### config.mk
export PLATFORM = sky130hd
export DESIGN_NAME = key_pulse_gen
export DESIGN_NICKNAME = d
export VERILOG_FILES = /design/src/rtl/key_pulse_gen.sv
export SDC_FILE = /design/constraint.sdc
export NUM_CORES = 1
export LEC_CHECK = 0
export CORE_MARGIN = 5
export CORE_UTILIZATION = 30
export CTS_BUF_LIST = sky130_fd_sc_hd__clkbuf_8
export CTS_CLUSTER_SIZE = 28
export DETAILED_ROUTE_END_ITERATION = 16
export GPL_TIMING_DRIVEN = 0
export SYNTH_ARGS = -nofsm -noshare
export SYNTH_HDL_FRONTEND = slang
export SYNTH_SLANG_ARGS = --single-unit
### constraint.sdc
create_clock -name clk -period 2.7 [get_ports clk]
set_input_delay 0.54 -clock clk [delete_from_list [all_inputs] [get_ports clk]]
set_output_delay 0.54 -clock clk [all_outputs]
set_load 0.02 [all_outputs]
### src/rtl/key_pulse_gen.sv
// key_pulse_gen: debounces the five active-low push buttons as one 5-bit
// vector and turns each accepted press into a one-cycle key code strobe,
// with optional auto-repeat while the same code stays held.
module key_pulse_gen #(
   parameter int          DEBOUNCE_CYCLES = 250000,
   parameter bit          REPEAT_EN       = 1'b1,
   parameter int          REPEAT_DELAY    = 12500000,
   parameter int          REPEAT_RATE     = 2500000,
   parameter logic [4:0]  IDLE_CODE       = 5'h1f
) (
   input  logic       clk,
   input  logic       rst,
   input  logic [4:0] key_raw,
   output logic [4:0] key,
   output logic [4:0] key_pulse,
   output logic       key_valid
);

   localparam int DW   = (DEBOUNCE_CYCLES > 1) ? $clog2(DEBOUNCE_CYCLES) : 1;
   localparam int RMAX = (REPEAT_DELAY > REPEAT_RATE) ? REPEAT_DELAY : REPEAT_RATE;
   localparam int RW   = (RMAX > 1) ? $clog2(RMAX) : 1;

   localparam logic [DW-1:0] DCNT_LAST  = DW'(DEBOUNCE_CYCLES - 1);
   localparam logic [RW-1:0] DELAY_LAST = RW'(REPEAT_DELAY - 1);
   localparam logic [RW-1:0] RATE_LAST  = RW'(REPEAT_RATE - 1);

   typedef enum logic [1:0] {
      S_IDLE   = 2'd0,
      S_FIRST  = 2'd1,
      S_REPEAT = 2'd2
   } state_t;

   logic [4:0]    sync_p0;
   logic [4:0]    sync_p1;
   logic [4:0]    cand;
   logic [DW-1:0] dcnt;
   logic [RW-1:0] rcnt;
   state_t        state;
   logic          accept;

   // Stable candidate that has aged fully and differs from the current key.
   assign accept = (sync_p1 == cand) && (dcnt == DCNT_LAST) && (cand != key);

   // Two-flop synchronizer bringing the asynchronous buttons into clk.
   always_ff @(posedge clk or posedge rst) begin
      if (rst) begin
         sync_p0 <= IDLE_CODE;
         sync_p1 <= IDLE_CODE;
      end else begin
         sync_p0 <= key_raw;
         sync_p1 <= sync_p0;
      end
   end

   // Debounce: any change restarts the age count; a fully aged new value
   // becomes the stable key. The count saturates so a held value stays put.
   always_ff @(posedge clk or posedge rst) begin
      if (rst) begin
         cand <= IDLE_CODE;
         dcnt <= '0;
         key  <= IDLE_CODE;
      end else if (sync_p1 != cand) begin
         cand <= sync_p1;
         dcnt <= '0;
      end else begin
         if (accept) begin
            key <= cand;
         end
         if (dcnt != DCNT_LAST) begin
            dcnt <= dcnt + 1'b1;
         end
      end
   end

   // Press / repeat strobe FSM. Acceptance always wins over a repeat because
   // it restarts rcnt on the same edge.
   always_ff @(posedge clk or posedge rst) begin
      if (rst) begin
         state     <= S_IDLE;
         rcnt      <= '0;
         key_pulse <= IDLE_CODE;
         key_valid <= 1'b0;
      end else begin
         key_pulse <= IDLE_CODE;
         key_valid <= 1'b0;
         if (accept) begin
            rcnt <= '0;
            if (cand == IDLE_CODE) begin
               state <= S_IDLE;
            end else begin
               state     <= S_FIRST;
               key_pulse <= cand;
               key_valid <= 1'b1;
            end
         end else begin
            case (state)
               S_IDLE: begin
                  rcnt <= '0;
               end
               S_FIRST: begin
                  if (REPEAT_EN) begin
                     if (rcnt == DELAY_LAST) begin
                        rcnt      <= '0;
                        state     <= S_REPEAT;
                        key_pulse <= key;
                        key_valid <= 1'b1;
                     end else begin
                        rcnt <= rcnt + 1'b1;
                     end
                  end else begin
                     rcnt <= '0;
                  end
               end
               S_REPEAT: begin
                  if (rcnt == RATE_LAST) begin
                     rcnt      <= '0;
                     key_pulse <= key;
                     key_valid <= 1'b1;
                  end else begin
                     rcnt <= rcnt + 1'b1;
                  end
               end
               default: begin
                  state <= S_IDLE;
                  rcnt  <= '0;
               end
            endcase
         end
      end
   end

endmodule

* After elaboration in Yosys (flattened, before gate mapping)
Cells that the tools add are included.
** Word-level totals
- Register bits :: 70
- Input bits :: 7
- Output and inout port bits :: 11
- Word-level logic and storage cells :: 51
** Operators by class
- Add/sub/neg operators :: 2
- Eq/ne operators :: 12
- Multiplexer cells :: 20
- Bitwise operators :: 1
- Reduce and logical (&&, ||, !) cells :: 7
** Operators by type and width (number)
- 24-bit 2-to-1 mux :: 3
- 24-bit one-hot mux with 2 select lines :: 1
- 18-bit 2-to-1 mux :: 2
- 24-bit by 1-bit adder with 24-bit output (second input constant) :: 1
- 24-bit by 22-bit == test with 1-bit output (second input constant) :: 1
- 24-bit == test (second input constant) :: 1
- 5-bit 2-to-1 mux :: 4
- 18-bit by 1-bit adder with 18-bit output (second input constant) :: 1
- 18-bit == test (second input constant) :: 1
- 18-bit != test (second input constant) :: 1
- 5-bit != test :: 2
- 5-bit one-hot mux with 2 select lines :: 1
- 5-bit == test :: 1
- 5-bit == test (second input constant) :: 1
- 1-bit 2-to-1 mux :: 5
- 2-bit 2-to-1 mux :: 2
- 2-bit one-hot mux with 2 select lines :: 1
- 2-bit AND reduction :: 2
- 3-bit != test (second input constant) :: 1
- 2-bit by 1-bit == test with 1-bit output (second input constant) :: 1
- 2-bit == test (second input constant) :: 1
- 1-bit logical AND :: 2
- 2-bit zero test :: 1
- 2-bit by 1-bit != test with 1-bit output (second input constant) :: 1
- 4 further kinds :: 4

* Longest topological paths before layout
- Depth after elaboration :: 5
- Mapped depth :: 7
- Mapped depth without buffers :: 6

* Worst setup path after synthesis
Ideal clock, no wire load.
- Kind :: reg2reg
- Start point :: register dcnt[4]
- End point :: register key_valid
- Setup time :: 0.121 ns
- Data arrival time :: 2.043 ns
- Required time :: 2.579 ns
- Path slack :: 0.536 ns
- Cell stages (with the launch flop) :: 7
- Buffers on the path :: 2
- Period minus slack after synthesis :: 2.164 ns
- Path through :: dfrtp_1 > or4b_4 > or4_4 > buf_6 > o31ai_4 > buf_6 > o2bb2ai_1
** On the way
- Longest elaborated chain between the ends :: 4
** RTL lines
- start: declaration :: RTL line 36 : logic [DW-1:0] dcnt;
- start signal: assignment :: RTL line 70 : dcnt <= dcnt + 1'b1;
- 18-bit == test :: RTL line 42 : assign accept = (sync_p1 == cand) && (dcnt == DCNT_LAST) && (cand != key);
- 1-bit logical AND (2 in a row) :: RTL line 42
- 1-bit 2-to-1 mux :: RTL line 86 : if (accept) begin
- end signal: assignment :: RTL line 82 : key_valid <= 1'b0;
- end signal: assignment :: RTL line 85 : key_valid <= 1'b0;
- end signal: assignment :: RTL line 93 : key_valid <= 1'b1;
- end: declaration :: RTL line 16 : output logic key_valid
Every way passes these cells.
A chain may end at the register's enable or synchronous reset.

* Final worst setup path
- Start point :: register rcnt[0]
- End point :: register rcnt[7]
** On the way
- Longest elaborated chain between the ends :: 4
- Elaborated cells on any way between the ends :: 7
- Those cells by class :: add/sub: 1; eq/ne: 2; mux: 4
** RTL lines
- start: declaration :: RTL line 37 : logic [RW-1:0] rcnt;
- start signal: assignment :: RTL line 108 : rcnt <= rcnt + 1'b1;
- start signal: assignment :: RTL line 120 : rcnt <= rcnt + 1'b1;
- 24-bit by 1-bit adder with 24-bit output (tied with other cells) :: RTL line 108, 120
- 24-bit 2-to-1 mux (on tied branches) :: RTL line 115, 102
- 24-bit one-hot mux with 2 select lines * :: RTL line 96 : case (state)
- 24-bit 2-to-1 mux * :: RTL line 86
Every way passes the cells marked *; elsewhere a longest branch is shown, timed or not.

==> run metrics <==
Reg clk slew, reported paths around 0.08 ns; routed len/inst between 10 and 15 µm; Seq/Total Area, Yosys roughly half; clock sinks 70; CTS tree yes; full die area between 10000 and 15000 µm²; Crit path arrival time approximately 2.7 ns; Ports 18; share of layout cells above drive strength 1 between 10% and 20%; post-DR vias/cell around 5; largest family of logic cells by synthesized area simple AND/OR/NAND/NOR gates; multi-input logic area ~1500 µm²; core area about 11000 µm²; Async S/R FF share, synth between 90% and 100%; number of buffers created by CTS 9; Synth Area in Simple Gates between 20% and 30%; RSZ-0062 raised after global routing false; Max-Slew Margin vs Limit between 40% and 50%; largest net degree at the start of global routing 71; R2R setup slack about 0.30 ns; Pwr Density approximately 520 nW/µm²; Cell variety after synth 48; Setup CP Type register to register; met1 wire length around 3.1 mm; origin of the worst min-delay path sync_p0[3]; antenna-violating nets left 0; Gate Count Post-Synth approximately 330; Clk Latency, worst-skew pair about 0.34 ns; Fin. Hold Viols 0; number of global-route vias before repair 2507; Syn-to-layout area delta 17.1%; met3 routed WL between 150 and 200 µm; Cell Area, Synth between 3000 and 4000 µm²; Post-Route WL approximately 6.7 mm; GRT Total Usage between 10% and 20%; RR Startpoint rcnt[0]; Leak between 1 and 1.5 nW; xor and xnor area share after synthesis between 10% and 20%; DR iter-0 viols roughly 100; Ys Warns 0; Post-synth top flop dfrtp_1; FF-to-FF End rcnt[7]; Top Metal Used met4; CTS Buffer Depth 2; grt ovf 0; filler cell count in the final layout approximately 1100; Worst setup SP type register; first-pass GRT wire length around 12 mm; die height between 100 and 150 µm; Mean Syn Cell Area 10.6 µm²; outcome completed; nets ~370; Finish-stage setup viols 0; Final GP Congestion around 0.83; most frequent cells in the layout dfrtp_1 (45), nor3_1 (37), dfstp_2 (25); Yosys reg bits 70; Hold Path Sink sync_p1[3]; fin crit period between 2 and 2.5 ns; Worst Setup End Kind register; hold depth 0; maximum vdd drop between 300 and 400 µV; CP Max Fanout 10; DRC Markers 0; HP Class register to register; total of max-cap violations 0; H-tree levels 3; Final Max Tran Viols 0; most common cell after layout, fill and taps aside dfrtp_1; Pwr Total 2.08 mW; Worst EP required roughly 3.0 ns; fmax ~420 MHz; initial antenna violation count 0; mux contribution to synthesized area approximately 1.6%; die width 117 µm; Via Count 2470; post-DP HPWL around 4.6 mm; adder-cell share of the synthesized area 1.82%; met2 WL 3.26 mm; Least-Margin Pin Slew between 0.8 and 0.9 ns; DRT Pass-1 Iters 6; storage element area around 1800 µm²; # port buffers 17; post-layout util between 30% and 40%; Post-Syn Nets between 300 and 400; ANT cells 0; Post-synth EDFFs 0; Root Driver clkbuf_8; clock skew a little under 0.01 ns; period utilization between 80% and 90%; compound-gate portion of the synthesized area roughly 4.6%; setup_tns 0 ns; Row Count 39; Starting Density a little under a third; cells on worst reg2reg path 7
==> power breakdown <==
group	internal, mW	total (mW)	switching, mW
clock network	0.531	0.955	0.423
logic	0.0176	0.0498	0.0322
registers	1.07	1.08	0.00959
total	1.62	2.08	0.465
==> cells by family after synthesis <==
family,Yosys count
buffers and inverters,27
AO/OA/AOI/OAI,22
multiplexers,5
adder cells (fa/ha/maj),5
flip-flops,70
AND/OR/NAND/NOR,150
XOR/XNOR,46
==> how the worst max path moves through the flow <==
stage,startpoint,end,depth (start not counted)
2_1_floorplan,rst,dcnt[0],1
3_3_place_gp,rst,dcnt[11],2
3_5_place_dp,rcnt[19],rcnt[18],6
4_1_cts,rcnt[19],rcnt[4],6
5_1_grt,rcnt[0],rcnt[15],7
6_report,rcnt[0],rcnt[7],7
==> area by class of cell <==
class / instances / share of cell area [%]
multi-input cells: 228 / 38.3
clock inverters: 7 / 2.58
inverters: 12 / 1.18
well taps: 143 / 4.44
repair buffers: 17 / 4.22
plain buffers: 15 / 2.02
clock buffers: 9 / 3.07
flip-flops and latches: 70 / 44.2
==> layer usage <==
layer	track usage (%)	vias up
met4	3.52	0
li1	-	1206
met5	0	-
met2	17.6	43
met1	13.9	1217
met3	3.08	4
==> metrics by stage <==
stage | std cells | setup WS [ns] | hold slack [ns] | cell area (µm²)
5_1_grt | 501 | 0.0704 | 0.361 | 4030
3_3_place_gp | 485 | -0.782 | 0.346 | 3790
2_1_floorplan | 325 | 0.433 | 0.345 | 3440
3_5_place_dp | 485 | 0.110 | 0.347 | 3800
6_report | 501 | 0.296 | 0.353 | 4030
4_1_cts | 501 | 0.0969 | 0.360 | 4020
==> worst max-delay path, cell delays in order (launching register included) <==
cell	delay [ns]
dfrtp_1	0.41
ha_1	0.25
and4_1	0.24
and3_1	0.19
a41oi_1	0.59
nor2_2	0.17
buf_2	0.24
nor3_1	0.23
==> synth_stat cells, drive strengths merged (6+ instances only) <==
cell    number  area share (%)
dfrtp       45              33
nor3        38             5.7
dfstp       25              19
nor2        25             2.7
xor2        24             6.1
xnor2       22             5.6
nand3       16             2.3
nand2       15             1.6
inv         12             1.3
a21oi       10             1.5
nand4       10             1.8
nor4        10             2.3
clkbuf       9            0.98
and3         6             1.1
buf          6             1.4
==> repair_timing <==
action                     4_1_cts  5_1_grt
setup endpoints to repair        0       20
gates resized for setup          0        2
hold buffers                     0        0
setup buffers                    0        0
==> state kept, by name, indices dropped and copies added (netlist names) <==
signal,flops
state,2
dcnt,18
cand,5
key_valid,1
key_pulse,5
rcnt,24
key,5
sync_p0,5
sync_p1,5
(Power assumes the default switching activity.)
